File: config.mk
export PLATFORM = sky130hd
export DESIGN_NAME = player_executor_flat
export DESIGN_NICKNAME = d
export VERILOG_FILES = /design/src/rtl/player_executor_if.sv /design/src/rtl/player_executor.sv /design/src/flat_wrapper.sv
export SDC_FILE = /design/constraint.sdc
export NUM_CORES = 1
export LEC_CHECK = 0
export CAP_MARGIN = 20
export CORE_MARGIN = 4
export CORE_UTILIZATION = 34
export CTS_CLUSTER_DIAMETER = 150
export DETAILED_ROUTE_END_ITERATION = 6
export GPL_TIMING_DRIVEN = 1
export SETUP_SLACK_MARGIN = 0.1
export SYNTH_ARGS = -nofsm -noshare
export SYNTH_HDL_FRONTEND = slang
export SYNTH_SLANG_ARGS = --single-unit
File: constraint.sdc
create_clock -name clk -period 3.8 [get_ports clk]
set_clock_uncertainty 0.2 [all_clocks]
set_input_delay 1.14 -clock clk [delete_from_list [all_inputs] [get_ports clk]]
set_output_delay 1.14 -clock clk [all_outputs]
set_load 0.02 [all_outputs]
File: src/rtl/player_executor_if.sv
// Instruction/status bundle between the game state machine, the player executor and the renderer.
// startDmg qualifies an HPY/DPY word for exactly one cycle; hpAck answers it one cycle later and there is no backpressure.
interface player_executor_if;
    logic [15:0] playerInstruction;
    logic        isMove;
    logic        startDmg;
    logic [7:0]  playerHP;
    logic [9:0]  posX;
    logic [9:0]  posY;
    logic        isDeath;
    logic        hpAck;
    logic        invuln;
    logic [1:0]  state_dbg;

    modport master (
        output playerInstruction, isMove, startDmg,
        input  playerHP, posX, posY, isDeath, hpAck, invuln, state_dbg
    );

    modport slave (
        input  playerInstruction, isMove, startDmg,
        output playerHP, posX, posY, isDeath, hpAck, invuln, state_dbg
    );
endinterface

File: src/rtl/player_executor.sv
// Executes HP/movement instructions; owns player HP and soul position inside the dodge box.
// Optional invulnerability frames after damage are built when INVULN_EN is defined.
module player_executor #(
    parameter int HP_MAX        = 100,
    parameter int BOX_X0        = 220,
    parameter int BOX_X1        = 420,
    parameter int BOX_Y0        = 240,
    parameter int BOX_Y1        = 400,
    parameter int PLAYER_SIZE   = 16,
    parameter int MOVE_STEP     = 2,
    parameter int MOVE_DIV      = 500000,
    parameter int IFRAME_CYCLES = 50000000
) (
    input logic              clk,
    input logic              reset,
    player_executor_if.slave pif
);
    typedef enum logic [1:0] {S_IDLE = 2'd0, S_ALIVE = 2'd1, S_DEAD = 2'd2} state_t;

    localparam logic [3:0] OP_HPY = 4'd1;
    localparam logic [3:0] OP_DPY = 4'd2;
    localparam logic [3:0] OP_MOV = 4'd5;
    localparam logic [3:0] OP_SHP = 4'd6;

    localparam logic [7:0] HP_TOP = 8'(HP_MAX);
    localparam logic [9:0] X_MIN  = 10'(BOX_X0);
    localparam logic [9:0] X_MAX  = 10'(BOX_X1 - PLAYER_SIZE);
    localparam logic [9:0] Y_MIN  = 10'(BOX_Y0);
    localparam logic [9:0] Y_MAX  = 10'(BOX_Y1 - PLAYER_SIZE);
    localparam logic [9:0] X_CTR  = 10'((BOX_X0 + BOX_X1 - PLAYER_SIZE) / 2);
    localparam logic [9:0] Y_CTR  = 10'((BOX_Y0 + BOX_Y1 - PLAYER_SIZE) / 2);
    localparam logic [9:0] STEP   = 10'(MOVE_STEP);

    localparam int              MV_W    = (MOVE_DIV > 1) ? $clog2(MOVE_DIV) : 1;
    localparam logic [MV_W-1:0] MV_LAST = MV_W'(MOVE_DIV - 1);

    state_t          state, state_n;
    logic [7:0]      hp, hp_n;
    logic [9:0]      pos_x, pos_x_n, pos_y, pos_y_n;
    logic [3:0]      prev_op;
    logic            ack_q, ack_n;
    logic            death_q;
    logic [MV_W-1:0] mv_cnt, mv_cnt_n;
    logic [8:0]      hp_sum;
    logic            dpy_blocked;

    wire [3:0] opcode   = pif.playerInstruction[15:12];
    wire [7:0] operand  = pif.playerInstruction[11:4];
    wire       shp_edge = (opcode == OP_SHP) && (prev_op != OP_SHP);

    logic unused_bits;
    assign unused_bits = ^pif.playerInstruction[3:0];

`ifdef INVULN_EN
    localparam int              IF_W    = $clog2(IFRAME_CYCLES + 1);
    localparam logic [IF_W-1:0] IF_LOAD = IF_W'(IFRAME_CYCLES);
    logic [IF_W-1:0] ifr_cnt, ifr_n;
    logic            inv_q;
    assign dpy_blocked = inv_q;
`else
    logic unused_iframe;
    assign unused_iframe = (IFRAME_CYCLES != 0);
    assign dpy_blocked   = 1'b0;
`endif

    always_comb begin
        state_n  = state;
        hp_n     = hp;
        pos_x_n  = pos_x;
        pos_y_n  = pos_y;
        ack_n    = 1'b0;
        mv_cnt_n = '0;
        hp_sum   = {1'b0, hp} + {1'b0, operand};
`ifdef INVULN_EN
        ifr_n    = (ifr_cnt != '0) ? ifr_cnt - 1'b1 : '0;
`endif
        if (shp_edge) begin
            state_n = S_ALIVE;
            hp_n    = (operand != 8'd0 && operand <= HP_TOP) ? operand : HP_TOP;
            pos_x_n = X_CTR;
            pos_y_n = Y_CTR;
`ifdef INVULN_EN
            ifr_n   = '0;
`endif
        end else if (state == S_ALIVE) begin
            if (pif.startDmg && opcode == OP_HPY) begin
                ack_n = 1'b1;
                hp_n  = (hp_sum > {1'b0, HP_TOP}) ? HP_TOP : hp_sum[7:0];
            end
            if (pif.startDmg && opcode == OP_DPY) begin
                ack_n = 1'b1;
                // A zero-damage DPY is acknowledged but must never kill or start a window.
                if (operand != 8'd0 && !dpy_blocked) begin
                    if (operand >= hp) begin
                        hp_n    = 8'd0;
                        state_n = S_DEAD;
`ifdef INVULN_EN
                        ifr_n   = '0;
`endif
                    end else begin
                        hp_n  = hp - operand;
`ifdef INVULN_EN
                        ifr_n = IF_LOAD;
`endif
                    end
                end
            end
            if (pif.isMove && opcode == OP_MOV) begin
                mv_cnt_n = (mv_cnt == MV_LAST) ? '0 : mv_cnt + 1'b1;
                if (mv_cnt == '0) begin
                    case (operand)
                        8'd0: pos_y_n = (pos_y < Y_MIN + STEP) ? Y_MIN : pos_y - STEP;
                        8'd1: pos_x_n = (pos_x < X_MIN + STEP) ? X_MIN : pos_x - STEP;
                        8'd2: pos_y_n = (pos_y > Y_MAX - STEP) ? Y_MAX : pos_y + STEP;
                        8'd3: pos_x_n = (pos_x > X_MAX - STEP) ? X_MAX : pos_x + STEP;
                        default: ;
                    endcase
                end
            end
        end
    end

    always_ff @(posedge clk) begin
        if (reset) begin
            state   <= S_IDLE;
            hp      <= 8'd0;
            pos_x   <= X_CTR;
            pos_y   <= Y_CTR;
            prev_op <= 4'd0;
            ack_q   <= 1'b0;
            death_q <= 1'b0;
            mv_cnt  <= '0;
`ifdef INVULN_EN
            ifr_cnt <= '0;
            inv_q   <= 1'b0;
`endif
        end else begin
            state   <= state_n;
            hp      <= hp_n;
            pos_x   <= pos_x_n;
            pos_y   <= pos_y_n;
            prev_op <= opcode;
            ack_q   <= ack_n;
            death_q <= (state_n == S_DEAD);
            mv_cnt  <= mv_cnt_n;
`ifdef INVULN_EN
            ifr_cnt <= ifr_n;
            inv_q   <= (ifr_n != '0);
`endif
        end
    end

    assign pif.playerHP  = hp;
    assign pif.posX      = pos_x;
    assign pif.posY      = pos_y;
    assign pif.isDeath   = death_q;
    assign pif.hpAck     = ack_q;
    assign pif.state_dbg = state;
`ifdef INVULN_EN
    assign pif.invuln    = inv_q;
`else
    assign pif.invuln    = 1'b0;
`endif
endmodule
File: src/flat_wrapper.sv
// flat-port wrapper written by rule: the top's interface ports become plain ports
module player_executor_flat 
#(
    parameter int HP_MAX        = 100,
    parameter int BOX_X0        = 220,
    parameter int BOX_X1        = 420,
    parameter int BOX_Y0        = 240,
    parameter int BOX_Y1        = 400,
    parameter int PLAYER_SIZE   = 16,
    parameter int MOVE_STEP     = 2,
    parameter int MOVE_DIV      = 500000,
    parameter int IFRAME_CYCLES = 50000000
)
  (clk, reset, pif_playerInstruction, pif_isMove, pif_startDmg, pif_playerHP, pif_posX, pif_posY, pif_isDeath, pif_hpAck, pif_invuln, pif_state_dbg);
  player_executor_if pif_i ();
  input logic clk;
  input logic reset;
  input wire logic [$bits(pif_i.playerInstruction)-1:0] pif_playerInstruction;
  input wire logic [$bits(pif_i.isMove)-1:0] pif_isMove;
  input wire logic [$bits(pif_i.startDmg)-1:0] pif_startDmg;
  output wire logic [$bits(pif_i.playerHP)-1:0] pif_playerHP;
  output wire logic [$bits(pif_i.posX)-1:0] pif_posX;
  output wire logic [$bits(pif_i.posY)-1:0] pif_posY;
  output wire logic [$bits(pif_i.isDeath)-1:0] pif_isDeath;
  output wire logic [$bits(pif_i.hpAck)-1:0] pif_hpAck;
  output wire logic [$bits(pif_i.invuln)-1:0] pif_invuln;
  output wire logic [$bits(pif_i.state_dbg)-1:0] pif_state_dbg;
  assign pif_i.playerInstruction = pif_playerInstruction;
  assign pif_i.isMove = pif_isMove;
  assign pif_i.startDmg = pif_startDmg;
  assign pif_playerHP = pif_i.playerHP;
  assign pif_posX = pif_i.posX;
  assign pif_posY = pif_i.posY;
  assign pif_isDeath = pif_i.isDeath;
  assign pif_hpAck = pif_i.hpAck;
  assign pif_invuln = pif_i.invuln;
  assign pif_state_dbg = pif_i.state_dbg;
  player_executor #(.HP_MAX(HP_MAX), .BOX_X0(BOX_X0), .BOX_X1(BOX_X1), .BOX_Y0(BOX_Y0), .BOX_Y1(BOX_Y1), .PLAYER_SIZE(PLAYER_SIZE), .MOVE_STEP(MOVE_STEP), .MOVE_DIV(MOVE_DIV), .IFRAME_CYCLES(IFRAME_CYCLES)) u_core (.clk(clk), .reset(reset), .pif(pif_i));
endmodule
Yosys cells after proc, flatten, opt, wreduce, memory -nomap -nowiden
Cells that the tools add are included.
Widths: inputs -> output; s select.
{ "word_totals": {"regBits": 55, "out_inout_bits": 33, "rom_bits": 0, "inputBits": 20, "mem_bits_rw": 0, "memories": 0, "word_cells": 72, "latch_bits": 0} }
{ "op_classes": {"n_shift": 0, "muxes": 21, "eq_ne": 11, "bitwise_logic": 2, "magnitude_cmp": 7, "multipliers": 0, "div": 0, "n_reduce_logical": 16, "addsub": 7} }
{ "op_table": {"columns": ["cell", "count"], "rows": [
  ["$mux 8", 8],
  ["$mux 10", 4],
  ["$pmux 10 s2", 2],
  ["$add 10x2->10 const B", 2],
  ["$gt 10x9->1 const B", 2],
  ["$lt 10x8->1 const B", 2],
  ["$sub 10x2->10 const B", 2],
  ["$add 19x1->19 const B", 1],
  ["$eq 19x19->1 const B", 1],
  ["$logic_not 19->1", 1],
  ["$eq 8x2->1 const B", 2],
  ["$mux 2", 5],
  ["$add 8x8->9", 1],
  ["$gt 9x7->1 const B", 1],
  ["$eq 4x3->1 const B", 2],
  ["$eq 8x1->1 const B", 1],
  ["$ge 8x8->1", 1],
  ["$le 8x7->1 const B", 1],
  ["$logic_not 8->1", 1],
  ["$reduce_and 4->1", 2],
  ["$reduce_bool 8->1", 1],
  ["$sub 8x8->8", 1],
  ["$reduce_bool 2->1", 3],
  ["$logic_and 1x1->1", 5],
  ["10 further kinds", 12]
]} }

Logic depth before layout (Yosys ltp)
{ "depth": {"depth_word": 8, "mapped_depth": 10} }

Worst setup path before layout
No wires, ideal clock.
{ "synth_path": {"kind": "input-to-reg", "start": "input pif_playerInstruction[5]", "end": "register u_core.hp[5] (netlist: u_core.pif.playerHP[5])", "required_ps": 3478, "path_stages": 8, "path_slack_ps": 180, "arrival_time_ps": 3298, "path_buffers": 1, "cell_sequence": "clkbuf_1 inv_1 fa_1 a211oi_1 o21ai_0 a41oi_1 nor3_1 a221o_1"} }
{ "synth_between": {"elab_chain_len": 8, "word_cells_on_any_way": 15, "classes_between": "2 x add/sub; 3 x order compare; 8 x mux; 2 x reduce/logical"} }
{ "synth_lines": {"columns": ["element", "line_no", "rtl"], "rows": [
  ["start: declaration", "flat_wrapper.sv:18", "input wire logic [$bits(pif_i.playerInstruction)-1:0] pif_playerInstruction;"],
  ["$add 8x8->9", "player_executor.sv:73", "hp_sum = {1'b0, hp} + {1'b0, operand};"],
  ["$gt 9x7->1", "player_executor.sv:88", "hp_n = (hp_sum > {1'b0, HP_TOP}) ? HP_TOP : hp_sum[7:0];"],
  ["$mux 8", "player_executor.sv:88", null],
  ["$mux 8", "player_executor.sv:86", "if (pif.startDmg && opcode == OP_HPY) begin"],
  ["$mux 8", "player_executor.sv:93", "if (operand != 8'd0 && !dpy_blocked) begin"],
  ["$mux 8", "player_executor.sv:90", "if (pif.startDmg && opcode == OP_DPY) begin"],
  ["$mux 8", "player_executor.sv:85", "end else if (state == S_ALIVE) begin"],
  ["$mux 8 *", "player_executor.sv:77", "if (shp_edge) begin"],
  ["end signal: assignment", "player_executor.sv:139", "hp <= hp_n;"],
  ["end: declaration", "player_executor.sv:38", "logic [7:0] hp, hp_n;"]
]} }
Mark *: on every way between the ends. The rest lies on a longest branch, timed or not. The select of a mux whose other input is x is not followed.
A chain may end at the register's enable or synchronous reset.

Worst setup path in the final report
{ "layout_path": {"start": "input pif_playerInstruction[6]", "end": "register u_core.hp[2] (netlist: u_core.pif.playerHP[2])"} }
The elaborated chain is that of the path after synthesis.

==> run_results.csv <==
group,metric,value,unit
yosys,synthArstFlopShare,0,%
yosys,number_of_enable_type_register_cells_in_the_synthesized_netlist,0,
yosys,number_of_warnings_issued_by_yosys,0,
clock_tree,clock_latency,0.30,ns
layout,multi_input_comb_area,0.00281,mm²
grt,grt_antenna_before_repair,0,
timing,minimum_period_implied_by_the_final_worst_setup_slack,3.61,ns
route,drt_first_iter_violations,477,
floorplanning,fp-row-count,39,
power,power.density,253,mW/mm²
layout,drive_gt1_share,12.9,%
hold_path,timing.hold.worst.start,"u_core.pif.posY[9]",
layout,finish.net_count,661,
timing,timing.slew.headroom,48.8,%
place,port_buffer_count,45,
worst_setup_path,cp-start-kind,"input port",
grt,wire_length_of_the_first_global_routing_pass,19600,µm
timing,hold_violations,0,
layout,area.growth.synth_to_final,28.3,%
layout,antenna_cells,0,
yosys,synth.lib_cells_used.distinct,69,
worst_setup_path,critical_path.reg2reg.startpoint,"u_core.pif.playerHP[1]",
grt,pin_count_of_the_biggest_net_entering_global_routing,20,
layout,layout.filler_cells,1160,
yosys,post_synth_inst_count,536,
clock_tree,cts_buffer_depth,2,
layout,seq_area,0.00106,mm²
floorplanning,start_util,35.0,%
timing,final_max_slew_viol_count,0,
floorplanning,core_area,0.0115,mm²
route,routed_wirelength,11800,µm
clock_tree,root_buffer,"sky130_fd_sc_hd__clkbuf_16",
timing,setup_viol_count_final,0,
timing,setup_repair_after_global_routing_missed_its_margin,"false",
grt,globalRouteMet2Util,27.1,%
clock_tree,clock_tree.htree_level_count,2,
timing,final.setup.tns,0,ns
timing,timing_worst_slew_pin_value,0.767,ns
power,power.ir.vdd_worst,0.000202,V
place,gp_routability_congestion,0.913,
worst_setup_path,critical_path_required,3.79,ns
yosys,synth-seq-area-share,26.3,%
floorplanning,top_level_ports,53,
route,drcViolationCount,0,
worst_setup_path,worst-setup-path-type,"input port to register",
hold_path,hold_path.class,"register to register",
route,avgRoutedWirePerCell,15.5,µm
grt,global_route.usage.met3,2.98,%
place,detailedPlacementHpwl,9110,µm
power,power.static_leakage,0.00205,µW
clock_tree,sink_count,53,
floorplanning,die-height,117,µm
yosys,synth-seq-cells,53,
layout,most_common_cell_after_layout_fill_and_taps_aside,"sky130_fd_sc_hd__nor2_1",
clock_tree,numCtsBuffers,5,
worst_setup_path,setup.worst_path.start,"pif_playerInstruction[6]",
clock_tree,post-cts-setup-buffers,0,
worst_setup_path,worstSetupEndpointType,"register",
worst_setup_path,worst-endpoint-arrival,3.60,ns
grt,global_route.peak_usage_layer,"met2",
yosys,syn-cell-area,0.00403,mm²
route,drt-vias-per-instance,5.67,
yosys,syn_area_per_cell,7.52,µm²
grt,globalRoute.totalOverflow,0,
timing,fmaxAchievable,0.277,GHz
yosys,top_flip_flop_cell_by_instance_count_after_synthesis,"sky130_fd_sc_hd__dfxtp_1",
timing,worst_hold_slack,0.313,ns
grt,grt_pass1_vias,4088,
floorplanning,die_width,117,µm
floorplanning,die_area,0.0137,mm²
route,firstDrtPassIters,5,
grt,global_route.usage.total,17.6,%
job,number_of_max_capacitance_violations_reported,0,
route,vias,4318,
place,placedCellCount,753,
worst_setup_path,timing.critical_path.fanout_max,5,
route,antenna_left,0,
grt,use_met1,25.2,%
status,outcome,"completed",
timing,final.period_utilization,95.1,%
clock_tree,cts_tree,"done",
clock_tree,cts.reportedPaths.clkPinSlew,0.07,ns
layout,most_frequent_cells_in_the_layout,"sky130_fd_sc_hd__nor2_1, sky130_fd_sc_hd__dfxtp_1, sky130_fd_sc_hd__buf_4",
layout,finalNonFillerCells,761,
per-layer routing:
metal,up-vias,share of wire [%]
met5,-,0
met4,0,1.7
met3,19,5.0
met2,138,45
met1,2047,49
li1,2114,-
state kept, by name, summed over array words and instances (netlist names):
| register | count |
|---|---|
| u_core.mv_cnt | 19 |
| u_core.pif.posX | 9 |
| u_core.pif.posY | 9 |
| u_core.pif.playerHP | 8 |
| u_core.prev_op | 4 |
| u_core.pif.state_dbg | 2 |
| u_core.pif.hpAck | 1 |
| u_core.pif.isDeath | 1 |
cell type report:
class,instances,share of cell area [%]
inverter,32,2.32
multi-input combinational,430,54.3
clock buffer,5,2.42
clock inverter,3,0.967
sequential,53,20.5
timing repair buffer,95,16.0
tap,143,3.46
path summary, 6_finish.rpt:
check | end | slack (ns) | depth (start not counted)
max | u_core.pif.playerHP[2] | 0.19 | 10
min | u_core.pif.posY[9] | 0.31 | 2
max reg2reg | u_core.pif.playerHP[2] | 0.99 | 8
min reg2reg | u_core.pif.posY[9] | 0.31 | 2
critical path: stages:
cell and delay [ns]:
sky130_fd_sc_hd__clkdlybuf4s50_1 0.48, sky130_fd_sc_hd__inv_1 0.05, sky130_fd_sc_hd__ha_2 0.31, sky130_fd_sc_hd__buf_4 0.15, sky130_fd_sc_hd__nor3_1 0.20, sky130_fd_sc_hd__o21a_1 0.20
sky130_fd_sc_hd__nor4_1 0.07, sky130_fd_sc_hd__or3_1 0.38, sky130_fd_sc_hd__a211o_1 0.32, sky130_fd_sc_hd__o31a_1 0.31
per-stage QoR:
| stage | total power (µW) | area (µm²) | util (%) | setup slack, ns |
|---|---|---|---|---|
| final | 1310 | 5170 | 44.9 | 0.186 |
| after global routing | 1360 | 5170 | 44.9 | 0.105 |
| after CTS | 1320 | 5130 | 44.5 | 0.118 |
| after detailed placement | 770 | 4940 | 42.9 | -0.307 |
| after global placement | 768 | 4940 | 42.9 | -0.287 |
| after floorplan | 679 | 4040 | - | 0.180 |
cell families after synthesis:
kind of cell	share of synthesized area [%]
and+or+nand+nor	30.3
AOI/OAI and AO/OA	24.0
buffers and inverters	5.49
DFF	26.3
xor gates and xnor gates	5.43
adders and majority gates	7.82
muxes	0.528
other	0.0930
Yosys cell counts (3+ instances only):
library cell	count	share of area [%]
sky130_fd_sc_hd__a211oi_1	6	1.1
sky130_fd_sc_hd__inv_1	32	3.0
sky130_fd_sc_hd__and2_1	3	0.47
sky130_fd_sc_hd__o31ai_1	7	1.3
sky130_fd_sc_hd__o21ai_0	30	3.7
sky130_fd_sc_hd__o21a_1	4	0.74
sky130_fd_sc_hd__a21oi_1	46	5.7
sky130_fd_sc_hd__nand4_1	7	1.1
sky130_fd_sc_hd__a32oi_1	3	0.65
sky130_fd_sc_hd__a41oi_1	3	0.65
sky130_fd_sc_hd__or3_1	8	1.2
sky130_fd_sc_hd__nor2b_1	14	2.2
sky130_fd_sc_hd__buf_2	3	0.37
sky130_fd_sc_hd__ha_1	22	6.8
sky130_fd_sc_hd__xor2_1	11	2.4
sky130_fd_sc_hd__nand2b_1	6	0.93
sky130_fd_sc_hd__and3_1	14	2.2
sky130_fd_sc_hd__a221o_1	3	0.74
sky130_fd_sc_hd__or4_1	10	1.9
sky130_fd_sc_hd__clkbuf_1	15	1.4
sky130_fd_sc_hd__nand3_1	21	2.6
sky130_fd_sc_hd__xnor2_1	14	3.0
sky130_fd_sc_hd__nor4_1	4	0.62
sky130_fd_sc_hd__dfxtp_1	53	26
sky130_fd_sc_hd__nor3_1	21	2.6
sky130_fd_sc_hd__a31oi_1	8	1.2
sky130_fd_sc_hd__and4_1	4	0.87
sky130_fd_sc_hd__buf_4	3	0.56
sky130_fd_sc_hd__nor2_1	59	5.5
sky130_fd_sc_hd__nand2_1	40	3.7
sky130_fd_sc_hd__a21o_1	7	1.3
sky130_fd_sc_hd__nor3b_1	3	0.56
repair_timing:
action	CTS	global route
cloned	0	0
endpoints found under the setup margin	2	8
hold buffers	0	0
gates resized for setup	3	12
pin swaps	2	2
report_power, final:
group          internal [µW]  leakage, µW  switching, µW
logic                   93.5      0.00154            107
clock network            317    0.0000859            227
registers                560     0.000429           5.15
Note: power is estimated with default switching activity, not from simulation.
